File: src/rtl/probe_pkg.sv
// rtl/probe_pkg.sv - shared state encodings and timestamp width for the probe capture block
package probe_pkg;

    typedef enum logic [1:0] {
        ST_IDLE    = 2'd0,
        ST_ARMED   = 2'd1,
        ST_CAPTURE = 2'd2,
        ST_READOUT = 2'd3
    } state_t;

    localparam int TS_WIDTH = 16;

endpackage

File: src/rtl/probe_capture_mem.sv
// rtl/probe_capture_mem.sv - sample buffer, one synchronous write port, one asynchronous read port
module probe_capture_mem #(
    parameter int width = 8,
    parameter int depth = 16,
    parameter int aw    = 4
) (
    input  logic             clk,
    input  logic             we,
    input  logic [aw-1:0]    waddr,
    input  logic [width-1:0] wdata,
    input  logic [aw-1:0]    raddr,
    output logic [width-1:0] rdata
);

    logic [width-1:0] mem [depth];

    // storage is deliberately not reset; the top gates the read data while invalid
    always_ff @(posedge clk) begin
        if (we) begin
            mem[waddr] <= wdata;
        end
    end

    assign rdata = mem[raddr];

endmodule

File: src/rtl/probe_capture.sv
// rtl/probe_capture.sv - arm/trigger probe capture buffer with FWFT readout; PROBE_CAPTURE_TIMESTAMP_EN adds a 16-bit timestamp per sample
module probe_capture
    import probe_pkg::*;
#(
    parameter int size      = 1,
    parameter int log2depth = 4
) (
    input  logic                          CLK,
    input  logic                          RST,
    input  logic [size-1:0]               IN,
    input  logic                          ARM,
    input  logic                          TRIG,
    input  logic                          ABORT,
    input  logic                          DEQ,
`ifdef PROBE_CAPTURE_TIMESTAMP_EN
    output logic [size+TS_WIDTH-1:0]      DOUT,
`else
    output logic [size-1:0]               DOUT,
`endif
    output logic                          DOUT_VALID,
    output logic [1:0]                    STATE,
    output logic [log2depth:0]            COUNT
);

`ifdef PROBE_CAPTURE_TIMESTAMP_EN
    localparam int DW = size + TS_WIDTH;
`else
    localparam int DW = size;
`endif
    localparam int DEPTH = 1 << log2depth;
    localparam int PW    = (log2depth > 0) ? log2depth : 1;
    localparam int CW    = log2depth + 1;

    state_t        state, state_next;
    logic [PW-1:0] wptr, rptr;
    logic [CW-1:0] count;
    logic          we, pop, clear;
    logic          last_write;
    logic [DW-1:0] wdata, rdata;

`ifdef PROBE_CAPTURE_TIMESTAMP_EN
    logic [TS_WIDTH-1:0] ts;

    // free-running cycle counter, wraps naturally at 0xFFFF
    always_ff @(posedge CLK) begin
        if (RST) begin
            ts <= '0;
        end else begin
            ts <= ts + 1'b1;
        end
    end

    assign wdata = {ts, IN};
`else
    assign wdata = IN;
`endif

    // the write that brings occupancy up to depth ends the capture
    assign last_write = (count == CW'(DEPTH - 1));
    assign DOUT_VALID = (state == ST_READOUT) && (count != '0);
    assign DOUT       = DOUT_VALID ? rdata : '0;
    assign STATE      = state;
    assign COUNT      = count;

    // state register
    always_ff @(posedge CLK) begin
        if (RST) begin
            state <= ST_IDLE;
        end else begin
            state <= state_next;
        end
    end

    // next state and buffer controls; ABORT overrides everything else
    always_comb begin
        state_next = state;
        we         = 1'b0;
        pop        = 1'b0;
        clear      = 1'b0;
        if (ABORT) begin
            state_next = ST_IDLE;
            clear      = 1'b1;
        end else begin
            case (state)
                ST_IDLE: begin
                    if (ARM) begin
                        state_next = ST_ARMED;
                        clear      = 1'b1;
                    end
                end
                ST_ARMED: begin
                    if (TRIG) begin
                        we         = 1'b1;
                        state_next = last_write ? ST_READOUT : ST_CAPTURE;
                    end
                end
                ST_CAPTURE: begin
                    we = 1'b1;
                    if (last_write) begin
                        state_next = ST_READOUT;
                    end
                end
                ST_READOUT: begin
                    if (DEQ && DOUT_VALID) begin
                        pop = 1'b1;
                        if (count == CW'(1)) begin
                            state_next = ST_IDLE;
                        end
                    end
                end
                default: state_next = ST_IDLE;
            endcase
        end
    end

    // pointers and occupancy; clearing discards unread samples by catching rptr up to wptr
    always_ff @(posedge CLK) begin
        if (RST) begin
            wptr  <= '0;
            rptr  <= '0;
            count <= '0;
        end else if (clear) begin
            rptr  <= wptr;
            count <= '0;
        end else begin
            if (we) begin
                wptr  <= (log2depth == 0) ? '0 : wptr + 1'b1;
                count <= count + 1'b1;
            end
            if (pop) begin
                rptr  <= (log2depth == 0) ? '0 : rptr + 1'b1;
                count <= count - 1'b1;
            end
        end
    end

    probe_capture_mem #(
        .width (DW),
        .depth (DEPTH),
        .aw    (PW)
    ) u_mem (
        .clk   (CLK),
        .we    (we),
        .waddr (wptr),
        .wdata (wdata),
        .raddr (rptr),
        .rdata (rdata)
    );

endmodule

File: config.mk
export PLATFORM = sky130hd
export DESIGN_NAME = probe_capture
export DESIGN_NICKNAME = d
export VERILOG_FILES = /design/src/rtl/probe_pkg.sv /design/src/rtl/probe_capture_mem.sv /design/src/rtl/probe_capture.sv
export SDC_FILE = /design/constraint.sdc
export NUM_CORES = 1
export LEC_CHECK = 0
export CELL_PAD_IN_SITES_DETAIL_PLACEMENT = 1
export CELL_PAD_IN_SITES_GLOBAL_PLACEMENT = 1
export CORE_MARGIN = 2
export CORE_UTILIZATION = 41
export CTS_CLUSTER_DIAMETER = 80
export DETAILED_ROUTE_END_ITERATION = 10
export PLACE_DENSITY = 0.87
export SLEW_MARGIN = 5
export SYNTH_ARGS = -nofsm -noshare
export SYNTH_HDL_FRONTEND = slang
export SYNTH_SLANG_ARGS = --single-unit
File: constraint.sdc
create_clock -name CLK -period 1.9 [get_ports CLK]
set_input_delay 0.285 -clock CLK [delete_from_list [all_inputs] [get_ports CLK]]
set_output_delay 0.285 -clock CLK [all_outputs]
set_load 0.01 [all_outputs]
==> metrics.yaml <==
root_buffer: "clkbuf_8"
p_int_mw: 1.12
clk_latency_ns: 0.29
synth_cell_types: 43
startpoint: "COUNT[0]"
max_freq_ghz: 0.491
required_ns: 1.62
critPathCapture: "DOUT"
area_growth_pct: 29.1
final_nets: 265
synth_area_um2: 1970
violations: "setup timing"
hp-class: "reg2reg"
ys_ff_latch: 35
clk_pin_slew_ns: 0.08
share_comb_of_total_power_pct: 9.6
chipHeight_um: 73.2
sw_frac_of_total_pct: 24.8
final_common_cell: "buf_4"
finalSetupViolCount: 2
cp-end-kind: "output pin"
yosys_warnings: 0
core_um2: 4660
antenna_found_initial: 0
vdd.ir_drop.worst_v: 0.000259
place_inst: 284
ios: 16
rr_worst_depth: 10
multi_input_area_um2: 1100
startpoint_type: "register"
slew_headroom_pct: 66.7
slew_violations: 0
cts-htree-levels: 2
rsz0062_at_grt: "true"
antenna_cells: 0
grt_pass1_vias: 1714
r2r-start: "COUNT[0]"
p_seq_share_pct: 54.1
p_switching_mw: 0.371
clock_sinks: 35
rows: 25
synthFlopType: "dfxtp_1"
grt_pass1_wl_um: 8370
cp_max_fo: 3
ctsHoldBuffers: 0
drt_iter0_drc: 107
syn_inst: 197
syn_nets: 219
die_w_um: 73.2
die_area_um2: 5360
setup-tns-final_ns: -0.244
clkPwrFrac_pct: 36.3
clock_skew_ns: 0.00815
cap_violations: 0
first_pass_iters: 4
crit_type: "reg2out"
ys_seq_area_share_pct: 43.8
cts_tree: "done"
min_period_over_period_pct: 107
seqCellArea_um2: 866
status: "finished, violations left"
total_power_mw: 1.49
post-route-min-period_ns: 2.04
dp_hpwl_um: 3970
min_from: "wptr[1]"
numCtsBuffers: 5
numPortBuffers: 15
final_core_util_pct: 54.4
tightest_slew_ns: 0.498
finalHoldViolCount: 0
syn_avg_cell_area_um2: 9.98
layout_setup_ws_ns: -0.137
fin_cells: 298
drive_above_1_share_pct: 29.1
synthArstFlopShare_pct: 0
vias: 1667
grtUsageTotal_pct: 21.1
totalWireLength_um: 5500
wl_per_cell_um: 18.5
final_cell_mix: "buf_4 (30), nor2_1 (20), edfxtp_1 (16)"
power.density_nw_per_um2: 588
clk_path_buf_depth: 2
crit_arrival_ns: 1.75
drc: 0
synth_edf_count: 16
leakagePower_nw: 0.921
grt_max_degree: 17
globalplace.congestion: 0.858
vias_per_cell: 5.59
nFillCells: 519
start_util_pct: 42.2
r2r_setup_slack_ns: 0.01
ant_nets: 0
reg2reg_to: "COUNT[1]"
grt-ovfl-total: 0
==> area by class of cell <==
class                           instances  share of cell area (%)
Clock inverter                          2                   0.493
Tap cell                               54                    2.66
Clock buffer                            6                    2.86
Multi-Input combinational cell        144                    43.4
Inverter                               12                    1.78
Sequential cell                        35                    34.1
Timing Repair Buffer                   45                    14.6
==> power groups by stage <==
| stage | logic, mW | clock network [mW] | registers (mW) |
|---|---|---|---|
| 3_5_place_dp | 0.132 | 0 | 0.824 |
| 4_1_cts | 0.134 | 0.545 | 0.807 |
| 2_1_floorplan | 0.0694 | 0 | 0.825 |
| 5_1_grt | 0.156 | 0.571 | 0.810 |
| 6_report | 0.143 | 0.542 | 0.808 |
| 3_3_place_gp | 0.127 | 0 | 0.824 |
==> synth_stat cells, types with 2 or more instances <==
master | instances | share of area [%]
xnor2_1 | 4 | 1.8
nand2_1 | 14 | 2.7
and3_1 | 3 | 0.95
clkbuf_1 | 3 | 0.57
mux4_2 | 3 | 3.4
a31oi_1 | 3 | 0.95
or3_1 | 2 | 0.64
nor2_1 | 22 | 4.2
dfxtp_1 | 19 | 19
nand3_1 | 12 | 3.1
a211oi_1 | 8 | 3.1
o21ai_0 | 5 | 1.3
nand3b_1 | 4 | 1.5
edfxtp_1 | 16 | 24
o31ai_1 | 2 | 0.76
ha_1 | 15 | 9.5
nor3_1 | 10 | 2.5
a311oi_1 | 2 | 0.89
inv_1 | 12 | 2.3
buf_6 | 2 | 1.1
mux2i_1 | 3 | 1.5
a21oi_1 | 6 | 1.5
nand2b_1 | 6 | 1.9
mux2_2 | 2 | 1.1
==> logic make-up after synthesis <==
family          count (synthesis)  share of synthesized area, %
simple gates                   82                          22.0
flops                          35                          43.8
compound gates                 34                          12.1
buf+inv                        18                          4.20
fa+ha+maj                      15                          9.55
mux                             8                          6.11
xor+xnor                        5                          2.23
==> timing repair <==
item	CTS	global route
endpoints found under the setup margin	3	27
gates resized for setup	17	19
pin swaps	2	2
setup buffers	1	5
==> how the worst min path moves through the flow <==
stage	end	slack, ns	cells after the start
floorplan	register	0.36	1
CTS	wptr[1]	0.57	2
global placement	wptr[1]	0.53	2
global route	wptr[1]	0.61	2
finish	wptr[1]	0.56	2
detailed placement	wptr[1]	0.56	2
==> per-layer routing <==
metal,vias to the layer above,share of wire (%),track usage [%]
met2,27,53,37.6
li1,808,-,-
met4,0,2.2,8.64
met1,820,43,24.2
met5,-,0,0
met3,12,2.4,4.56
==> critical path, stage by stage, from the launching register on <==
cell     delay, ns
dfxtp_2       0.33
inv_2         0.08
ha_4          0.14
or4b_4        0.48
and2_4        0.17
nand3_1       0.07
o21ai_1       0.05
buf_2         0.14
==> metrics by stage <==
| stage | setup slack, ns | cell area [um2] | hold WS, ns |
|---|---|---|---|
| floorplan | 0.0265 | 1970 | 0.357 |
| global placement | -0.178 | 2330 | 0.534 |
| detailed placement | -0.254 | 2330 | 0.555 |
| CTS | -0.131 | 2430 | 0.565 |
| global route | -0.197 | 2540 | 0.606 |
| finish | -0.137 | 2540 | 0.559 |
(Power assumes the default switching activity.)
